### src/rtl/serial_adder32.sv
// Bit-serial adder: Sum = A + B + Cin, LSB first, one bit per clock, start/busy/done handshake.
// Define SERIAL_ADDER_FLAGS_EN to compute the N/Z/C/V flags; otherwise they are tied to 0.
module serial_adder32 #(
    parameter int unsigned WIDTH = 32
) (
    input  logic             clk,
    input  logic             rst_n,
    input  logic             start,
    input  logic [WIDTH-1:0] A,
    input  logic [WIDTH-1:0] B,
    input  logic             Cin,
    output logic             busy,
    output logic             done,
    output logic [WIDTH-1:0] Sum,
    output logic             Cout,
    output logic             N,
    output logic             Z,
    output logic             C,
    output logic             V
);

    localparam int unsigned CW = $clog2(WIDTH) + 1;

    localparam logic [1:0] S_IDLE = 2'd0;
    localparam logic [1:0] S_RUN  = 2'd1;
    localparam logic [1:0] S_DONE = 2'd2;

    logic [1:0]       r_state;
    logic [1:0]       w_next;
    logic [WIDTH-1:0] r_a;
    logic [WIDTH-1:0] r_b;
    logic [WIDTH-1:0] r_sum;
    logic             r_c;
    logic [CW-1:0]    r_cnt;
    logic             w_accept;
    logic             w_last;
    logic             w_s;
    logic             w_cnext;
    logic [WIDTH-1:0] w_sum_final;

    assign w_accept    = start && (r_state != S_RUN);
    assign w_last      = (r_state == S_RUN) && (r_cnt == CW'(WIDTH - 1));
    assign w_s         = r_a[0] ^ r_b[0] ^ r_c;
    assign w_cnext     = (r_a[0] & r_b[0]) | (r_c & (r_a[0] ^ r_b[0]));
    assign w_sum_final = {w_s, r_sum[WIDTH-1:1]};

    // Next-state logic
    always_comb begin
        w_next = r_state;
        case (r_state)
            S_IDLE:  if (start) w_next = S_RUN;
            S_RUN:   if (w_last) w_next = S_DONE;
            S_DONE:  w_next = start ? S_RUN : S_IDLE;
            default: w_next = S_IDLE;
        endcase
    end

    // State register with registered handshake outputs
    always_ff @(posedge clk or negedge rst_n) begin
        if (!rst_n) begin
            r_state <= S_IDLE;
            busy    <= 1'b0;
            done    <= 1'b0;
        end else begin
            r_state <= w_next;
            busy    <= (w_next == S_RUN);
            done    <= (w_next == S_DONE);
        end
    end

    // Serial datapath; results load only on the last bit step
    always_ff @(posedge clk or negedge rst_n) begin
        if (!rst_n) begin
            r_a   <= '0;
            r_b   <= '0;
            r_sum <= '0;
            r_c   <= 1'b0;
            r_cnt <= '0;
            Sum   <= '0;
            Cout  <= 1'b0;
        end else begin
            if (w_accept) begin
                r_a   <= A;
                r_b   <= B;
                r_c   <= Cin;
                r_cnt <= '0;
            end else if (r_state == S_RUN) begin
                r_a   <= {1'b0, r_a[WIDTH-1:1]};
                r_b   <= {1'b0, r_b[WIDTH-1:1]};
                r_c   <= w_cnext;
                r_sum <= w_sum_final;
                r_cnt <= r_cnt + CW'(1);
            end
            if (w_last) begin
                Sum  <= w_sum_final;
                Cout <= w_cnext;
            end
        end
    end

`ifdef SERIAL_ADDER_FLAGS_EN
    // On the last step r_c is still the carry into the MSB, so V = cin_msb ^ cout
    always_ff @(posedge clk or negedge rst_n) begin
        if (!rst_n) begin
            N <= 1'b0;
            Z <= 1'b0;
            C <= 1'b0;
            V <= 1'b0;
        end else if (w_last) begin
            N <= w_sum_final[WIDTH-1];
            Z <= (w_sum_final == '0);
            C <= w_cnext;
            V <= r_c ^ w_cnext;
        end
    end
`else
    assign N = 1'b0;
    assign Z = 1'b0;
    assign C = 1'b0;
    assign V = 1'b0;
`endif

endmodule

### config.mk
export PLATFORM = sky130hd
export DESIGN_NAME = serial_adder32
export DESIGN_NICKNAME = d
export VERILOG_FILES = /design/src/rtl/serial_adder32.sv
export SDC_FILE = /design/constraint.sdc
export NUM_CORES = 1
export LEC_CHECK = 0
export ABC_AREA = 1
export CELL_PAD_IN_SITES_DETAIL_PLACEMENT = 1
export CELL_PAD_IN_SITES_GLOBAL_PLACEMENT = 1
export CORE_MARGIN = 10
export CORE_UTILIZATION = 42
export DETAILED_ROUTE_END_ITERATION = 6
export GPL_TIMING_DRIVEN = 0
export PLACE_DENSITY = 0.92
export SLEW_MARGIN = 15
export SYNTH_ARGS = -nofsm -noshare
export SYNTH_HDL_FRONTEND = slang
export SYNTH_SLANG_ARGS = --single-unit
### constraint.sdc
create_clock -name clk -period 2.4 [get_ports clk]
set_input_delay 0.48 -clock clk [delete_from_list [all_inputs] [get_ports clk]]
set_output_delay 0.48 -clock clk [all_outputs]
set_load 0.01 [all_outputs]
==> results of run 1 <==
==> through the flow <==
stage	setup slack, ps	setup TNS (ps)	instances
6_report	555.0	0	983
4_1_cts	558.2	0	983
2_1_floorplan	1097	0	673
3_5_place_dp	540.9	0	952
3_3_place_gp	-4430	-614660	951
5_1_grt	534.7	0	983
==> final cells by class <==
| class | count | area [sq um] |
|---|---|---|
| Timing Repair Buffer | 103 | 1050 |
| Multi-Input combinational cell | 466 | 1986 |
| Clock inverter | 10 | 75.07 |
| Clock buffer | 21 | 460.4 |
| Buffer | 41 | 270.3 |
| Fill cell | 1575 | 5759 |
| Inverter | 27 | 101.3 |
| Sequential cell | 139 | 3478 |
| Tap cell | 176 | 220.2 |
==> state kept, by name, indices dropped and copies added, names as in the netlist <==
name / cells
Sum: 32
busy: 1
r_a: 32
Cout: 1
r_state: 2
r_sum: 31
done: 1
r_cnt: 6
r_c: 1
r_b: 32
==> layout by cell type (no fill, tap or decap), types with 5 or more instances in the layout <==
| master | count |
|---|---|
| clkbuf_1 | 8 |
| buf_6 | 7 |
| clkbuf_16 | 17 |
| o21ai_0 | 34 |
| nor2_1 | 5 |
| inv_1 | 23 |
| nand2_1 | 310 |
| buf_4 | 14 |
| clkinv_2 | 9 |
| buf_2 | 15 |
| clkdlybuf4s50_1 | 101 |
| nand3_1 | 102 |
| dfrtp_1 | 139 |
==> kinds of logic after synthesis <==
family / Yosys count
and+or+nand+nor: 423
DFF: 139
buffers and inverters: 68
AOI/OAI and AO/OA: 36
adders and majority gates: 2
xor gates and xnor gates: 1
other: 1
==> routing by layer <==
| layer | share of wire, % | GRT usage, % | up-vias | wire length, um |
|---|---|---|---|---|
| li1 | - | - | 2356 | - |
| met1 | 41 | 21.57 | 2461 | 6833 |
| met5 | 0 | 0 | - | 0 |
| met2 | 52 | 33.66 | 117 | 8677 |
| met4 | 1.6 | 6.257 | 0 | 261 |
| met3 | 6.1 | 5.317 | 25 | 1028 |
==> power breakdown <==
part | internal [W] | total [W] | switching, W | leakage, nW
Sequential | 0.00288 | 0.00325 | 0.000371 | 1.67
Clock | 0.00145 | 0.00243 | 0.000974 | 0.276
Combinational | 0.000491 | 0.00114 | 0.000651 | 1.71
==> path summary, 6_finish.rpt <==
path / end / depth (start not counted)
max: Sum[16] / 1
min: Sum[8]$_DFFE_PN0P_ / 1
max reg2reg: Cout$_DFFE_PN0P_ / 7
min reg2reg: Sum[12]$_DFFE_PN0P_ / 2
max in group asynchronous: r_b[29]$_DFFE_PN0P_ / 2
min in group clk: Sum[12]$_DFFE_PN0P_ / 2
==> metrics.md, run 1 <==
| Metric | Value |
|---|---|
| Status | finished, final reports clean |
| Die width | 137.8 um |
| Synth Area in XOR/XNOR | 0.1504% |
| Initial core utilization | 43.46% |
| Most common cell in the netlist | nand2_1 |
| Worst path slowest cell | clkdlybuf4s50_1 |
| Largest net degree at the start of global routing | 77 |
| Simple-Gate Fraction of Synth Area | 30.03% |
| Vias per cell | 5.045 |
| Tot GR Track Use | 19.00% |
| PortBufs | 102 |
| TritonRoute pass-1 iters | 4 |
| Reg2reg setup slack | 660 ps |
| Startpoint types | flop |
| First-pass GRT wire length | 28570 um |
| Cell taking the most area after synthesis | dfrtp_1 |
| Delay-heaviest family, CP | buffers and inverters |
| Final Net Count | 865 |
| Post-synth top cells | nand2_1, dfrtp_1, nand3_1 |
| Peak Freq | 542.0 MHz |
| Async SR Flop Fraction | 100.0% |
| Ratio of cells with drive above 1 in the final layout | 9.418% |
| Critical Path Fanout Max | 2 |
| Setup violators final | 0 |
| Cells along the critical path | clkdlybuf4s50_1 |
| Drt drc | 0 |
| Sequential-to-total area share from yosys stat | 59.72% |
| Min Tclk post-route | 1845 ps |
| Pin slew with the least headroom to its limit | 601.5 ps |
| Worst hold slack | 23.62 ps |
| Die Y | 137.8 um |
| Mapped Cells | 670 |
| Synth Area in Compound Gates | 3.093% |
| Final period utilization | 76.88% |
| LEAKAGE | 3.654 nW |
| GRT overflow | 0 |
| Vias in the first global route | 5804 |
| Antenna violations before repair | 0 |
| Final Hold Fails | 0 |
| Syn_area_per_cell | 8.693 sq um |
| Worst setup startpoint | Sum[16]$_DFFE_PN0P_ |
| DRT iter0 DRCs | 282 |
| Final ANT Viol Nets | 0 |
| Clk slew on worst S/H paths | 60 ps |
| Largest family of logic cells by synthesized area | simple AND/OR/NAND/NOR gates |
| Worst Path Buf+Inv | 1 |
| #FFs+latches synth | 139 |
| MaxCap Viol Count | 0 |
| Final core utilization | 57.02% |
| Final Total Pwr | 0.006822 W |
| Synth Cell Area | 0.005824 sq mm |
| Final Wtd Congestion | 0.8130 |
| Die Area | 0.01898 sq mm |
| Slew HR | 59.90% |
| Core ar. | 0.01340 sq mm |
| Post-Route WL | 16800 um |
| Clock latency on the worst-skew pair | 430 ps |
| Syn-to-layout area delta | 31.19% |
| Worst setup EP type | output pin |
| Worst Path Arrival | 1370 ps |
| RSZ-0062 raised after global routing | no |
| I/O pin count | 107 |
| CTS tree | yes |
| # rows | 42 |
| Design Area, Final | 0.007641 sq mm |
| Post-CTS Hold Buffers | 0 |
| Clock Path Buffers | 2 |
| Cell Pwr Density | 892.8 mW/mm^2 |
| N_diodes | 0 |
| Ys Warns | 0 |
| Netlist cell types | 20 |
| Number of synthesized flops with an enable pin | 0 |
| Slew Limit Fails | 0 |
| CTS resizes | 0 |
| Via count | 4959 |
| Setup Skew | 5.913 ps |
| DP Area | 0.007106 sq mm |
| Drt wl/cell | 17.09 um |
| Peak supply drop | 0.4458 mV |
| R2R Path Start | r_cnt[0]$_DFFE_PN0P_ |
| CTS sink cnt | 139 |
| Synth top area share | 59.72% |
| Min-delay worst type | primary input to async pin |
| Htree depth | 4 |
| Ys flop type | dfrtp_1 |
| Clk root buf | clkbuf_16 |
| WP data required | 1920 ps |
| Mux cell area share after synthesis | 0% |
| Total CTS buffers | 17 |
| CP max stage delay | 550 ps |
| Cells taking the most area after synthesis | dfrtp_1, nand2_1, nand3_1 |
| Setup Fix Bufs, Post-CTS | 0 |
| Post-Synth Adder-Cell Area | 0.5585% |
| Post-DP HPWL | 12120 um |
| Setup Crit Path Kind | flop to output pin |
No activity file was read; power rests on OpenSTA's default activity.
==> run 2, diff against run 1 <==
CORE_UTILIZATION = 39   (was 42)
PLACE_DENSITY = 0.86   (was 0.92)
clock period = 1.7 ns   (was 2.4 ns; I/O delays follow)
==> run 2 against run 1 <==
  * Worst setup slack got worse by 520 ps
  * Register-to-register slack got worse by 490 ps
  * Wire length rose by 2.8%
  * Sequential cell count did not move
  * Cell count rose by 1.1%
==> metrics.md, run 2 (synthesis gave the netlist of run 1 again) <==
| Metric | Value |
|---|---|
| Status | finished, final reports clean (unchanged) |
| Die Area | 0.02022 sq mm (was 0.01898 sq mm) |
| Final Hold Fails | 0 (unchanged) |
| P_sw | 0.002907 W (was 0.001996 W) |
| Pin slew with the least headroom to its limit | 525.7 ps (was 601.5 ps) |
| N_diodes | 0 (unchanged) |
| Pre-CTS setup slack | -22.48 ps (was 540.9 ps) |
| Top Registers | Sum x32, r_a x32, r_b x32 (unchanged) |
| Reg2reg setup slack | 170 ps (was 660 ps) |
| Worst hold slack | 448.8 ps (was 23.62 ps) |
| Setup WS post-layout | 36.06 ps (was 555.0 ps) |
| Commonest non-fill, non-tap cell in the layout | nand2_1 (unchanged) |
| Tot GR Track Use | 17.57% (was 19.00%) |
| CP max stage delay | 550 ps (about the same) |
| Flop pwr share | 43.7% (was 47.7%) |
| Clk slew on worst S/H paths | 60 ps (about the same) |
| Via count | 4995 (was 4959) |
| Pint | 0.007631 W (was 0.004826 W) |
| CTS sink cnt | 139 (unchanged) |
| Slew Limit Fails | 0 (unchanged) |
| Delay-heaviest family, CP | buffers and inverters (unchanged) |
| Filler cells | 1683 (was 1575) |
| Net Sw Frac | 27.59% (was 29.26%) |
| Die Y | 142.2 um (was 137.8 um) |
| Final Wtd Congestion | 0.8068 (was 0.8130) |
| Worst Path Buf+Inv | 1 (unchanged) |
| Startpoint types | flop (unchanged) |
| Vias in the first global route | 5771 (was 5804) |
| Post-Route WL | 17270 um (was 16800 um) |
| Antenna violations before repair | 0 (unchanged) |
| Largest net degree at the start of global routing | 76 (was 77) |
| Peak supply drop | 0.7725 mV (was 0.4458 mV) |
| Post-DP HPWL | 12080 um (was 12120 um) |
| Clock Power Share | 40.9% (was 35.6%) |
| Htree depth | 4 (unchanged) |
| DRT iter0 DRCs | 304 (was 282) |
| Final ANT Viol Nets | 0 (unchanged) |
| Post-Route Setup TNS | 0 ps (unchanged) |
| Setup violators final | 0 (unchanged) |
| Clk root buf | clkbuf_16 (unchanged) |
| Drt wl/cell | 17.37 um (was 17.09 um) |
| Drt drc | 0 (unchanged) |
| Syn-to-layout area delta | 34.87% (was 31.19%) |
| Most frequent cells in the layout | nand2_1, dfrtp_1, nand3_1 (unchanged) |
| Final period utilization | 97.88% |
| Logic pwr share | 15.4% (was 16.7%) |
| Min-delay worst type | primary input to async pin (unchanged) |
| Final Total Pwr | 0.01054 W (was 0.006822 W) |
| Critical Path Fanout Max | 2 (unchanged) |
| RSZ-0062 raised after global routing | no (unchanged) |
| LEAKAGE | 3.790 nW (was 3.654 nW) |
| MaxCap Viol Count | 0 (unchanged) |
| Total CTS buffers | 17 (unchanged) |
| WP data required | 1360 ps (was 1920 ps) |
| Worst Path Arrival | 1320 ps (was 1370 ps) |
| GRT overflow | 0 (unchanged) |
| Die width | 142.2 um (was 137.8 um) |
| Min Tclk post-route | 1664 ps |
| I/O pin count | 107 (unchanged) |
| Vias per cell | 5.025 (was 5.045) |
| Worst path slowest cell | clkdlybuf4s50_1 (unchanged) |
| Setup Crit Path Kind | flop to output pin (unchanged) |
| Clock latency on the worst-skew pair | 420 ps (was 430 ps) |
| Initial core utilization | 39.92% (was 43.46%) |
| TritonRoute pass-1 iters | 4 (unchanged) |
| Ratio of cells with drive above 1 in the final layout | 9.877% (was 9.418%) |
| Worst setup EP type | output pin (unchanged) |
| Cells along the critical path | clkdlybuf4s50_1 (unchanged) |
| Peak Freq | 601.0 MHz |
| First-pass GRT wire length | 28700 um (was 28570 um) |
| Cell Pwr Density | 1342 mW/mm^2 (was 892.8 mW/mm^2) |
| # rows | 44 (was 42) |
| Core ar. | 0.01459 sq mm (was 0.01340 sq mm) |
| Clock Path Buffers | 2 (unchanged) |
| PortBufs | 102 (unchanged) |
| Final Net Count | 867 (was 865) |
| CTS tree | yes (unchanged) |
| Slew HR | 64.95% (was 59.90%) |
| Setup Skew | 8.821 ps (was 5.913 ps) |
[run 2: cell count changes in the layout (fill, tap and decap cells not counted), sizes merged]
| cell | before | now |
|---|---|---|
| bufinv | 1 | 6 |
| buf | 37 | 38 |
| dlygate4sd3 | 0 | 1 |
| clkinv | 9 | 3 |
| clkdlybuf4s50 | 101 | 81 |
| dlymetal6s2s | 0 | 15 |
| dlygate4sd2 | 0 | 5 |
| clkinvlp | 0 | 2 |
[run 2: layer usage]
metal / part of all wire (%) / global-route usage [%]
met2: 51 / 30.51
met3: 5.6 / 5.307
met1: 41 / 19.75
met5: 0 / 0
met4: 2.2 / 6.832
[run 2: final timing paths]
check / start / to / depth (start not counted)
max: Sum[15]$_DFFE_PN0P_ / Sum[15] / 1
min: rst_n / Sum[6]$_DFFE_PN0P_ / 2
max reg2reg: r_cnt[0]$_DFFE_PN0P_ / Sum[17]$_DFFE_PN0P_ / 7
max in group asynchronous: rst_n / r_b[0]$_DFFE_PN0P_ / 3
min reg2reg: Sum[5]$_DFFE_PN0P_ / Sum[5]$_DFFE_PN0P_ / 2
min in group clk: Sum[5]$_DFFE_PN0P_ / Sum[5]$_DFFE_PN0P_ / 2
[run 2: area by class of cell]
cell class	count	area (sq um)	share of cell area (%)
repair buffers	105	1102	14.03
plain buffers	41	270.3	3.441
inverters	27	101.3	1.290
multi-input cells	466	1988	25.31
clock buffers	21	470.5	5.989
clock inverters	11	214.0	2.724
well taps	184	230.2	2.931
flip-flops and latches	139	3478	44.28
[run 2: through the flow]
step	area (sq um)	util [%]	instances
after floorplan	5836	-	673
after global placement	7087	48.58	959
after detailed placement	7119	48.80	960
after CTS	7815	53.57	994
after global routing	7855	53.84	994
final	7855	53.84	994
[run 2: power by group through the flow]
stage	sequential, W	clock, W	combinational (W)
4_1_cts	0.00460	0.00437	0.00166
5_1_grt	0.00470	0.00451	0.00187
2_1_floorplan	0.00447	0	0.00102
6_report	0.00461	0.00431	0.00163
3_5_place_dp	0.00463	0	0.00160
3_3_place_gp	0.00456	0	0.00147
[run 2: what timing repair did]
action	4_1_cts	5_1_grt
resized for setup	5	16
hold buffers	1	0
buffers inserted	1	0
pin swaps	1	0
hold endpoints to repair	64	0
endpoints found under the setup margin	11	16
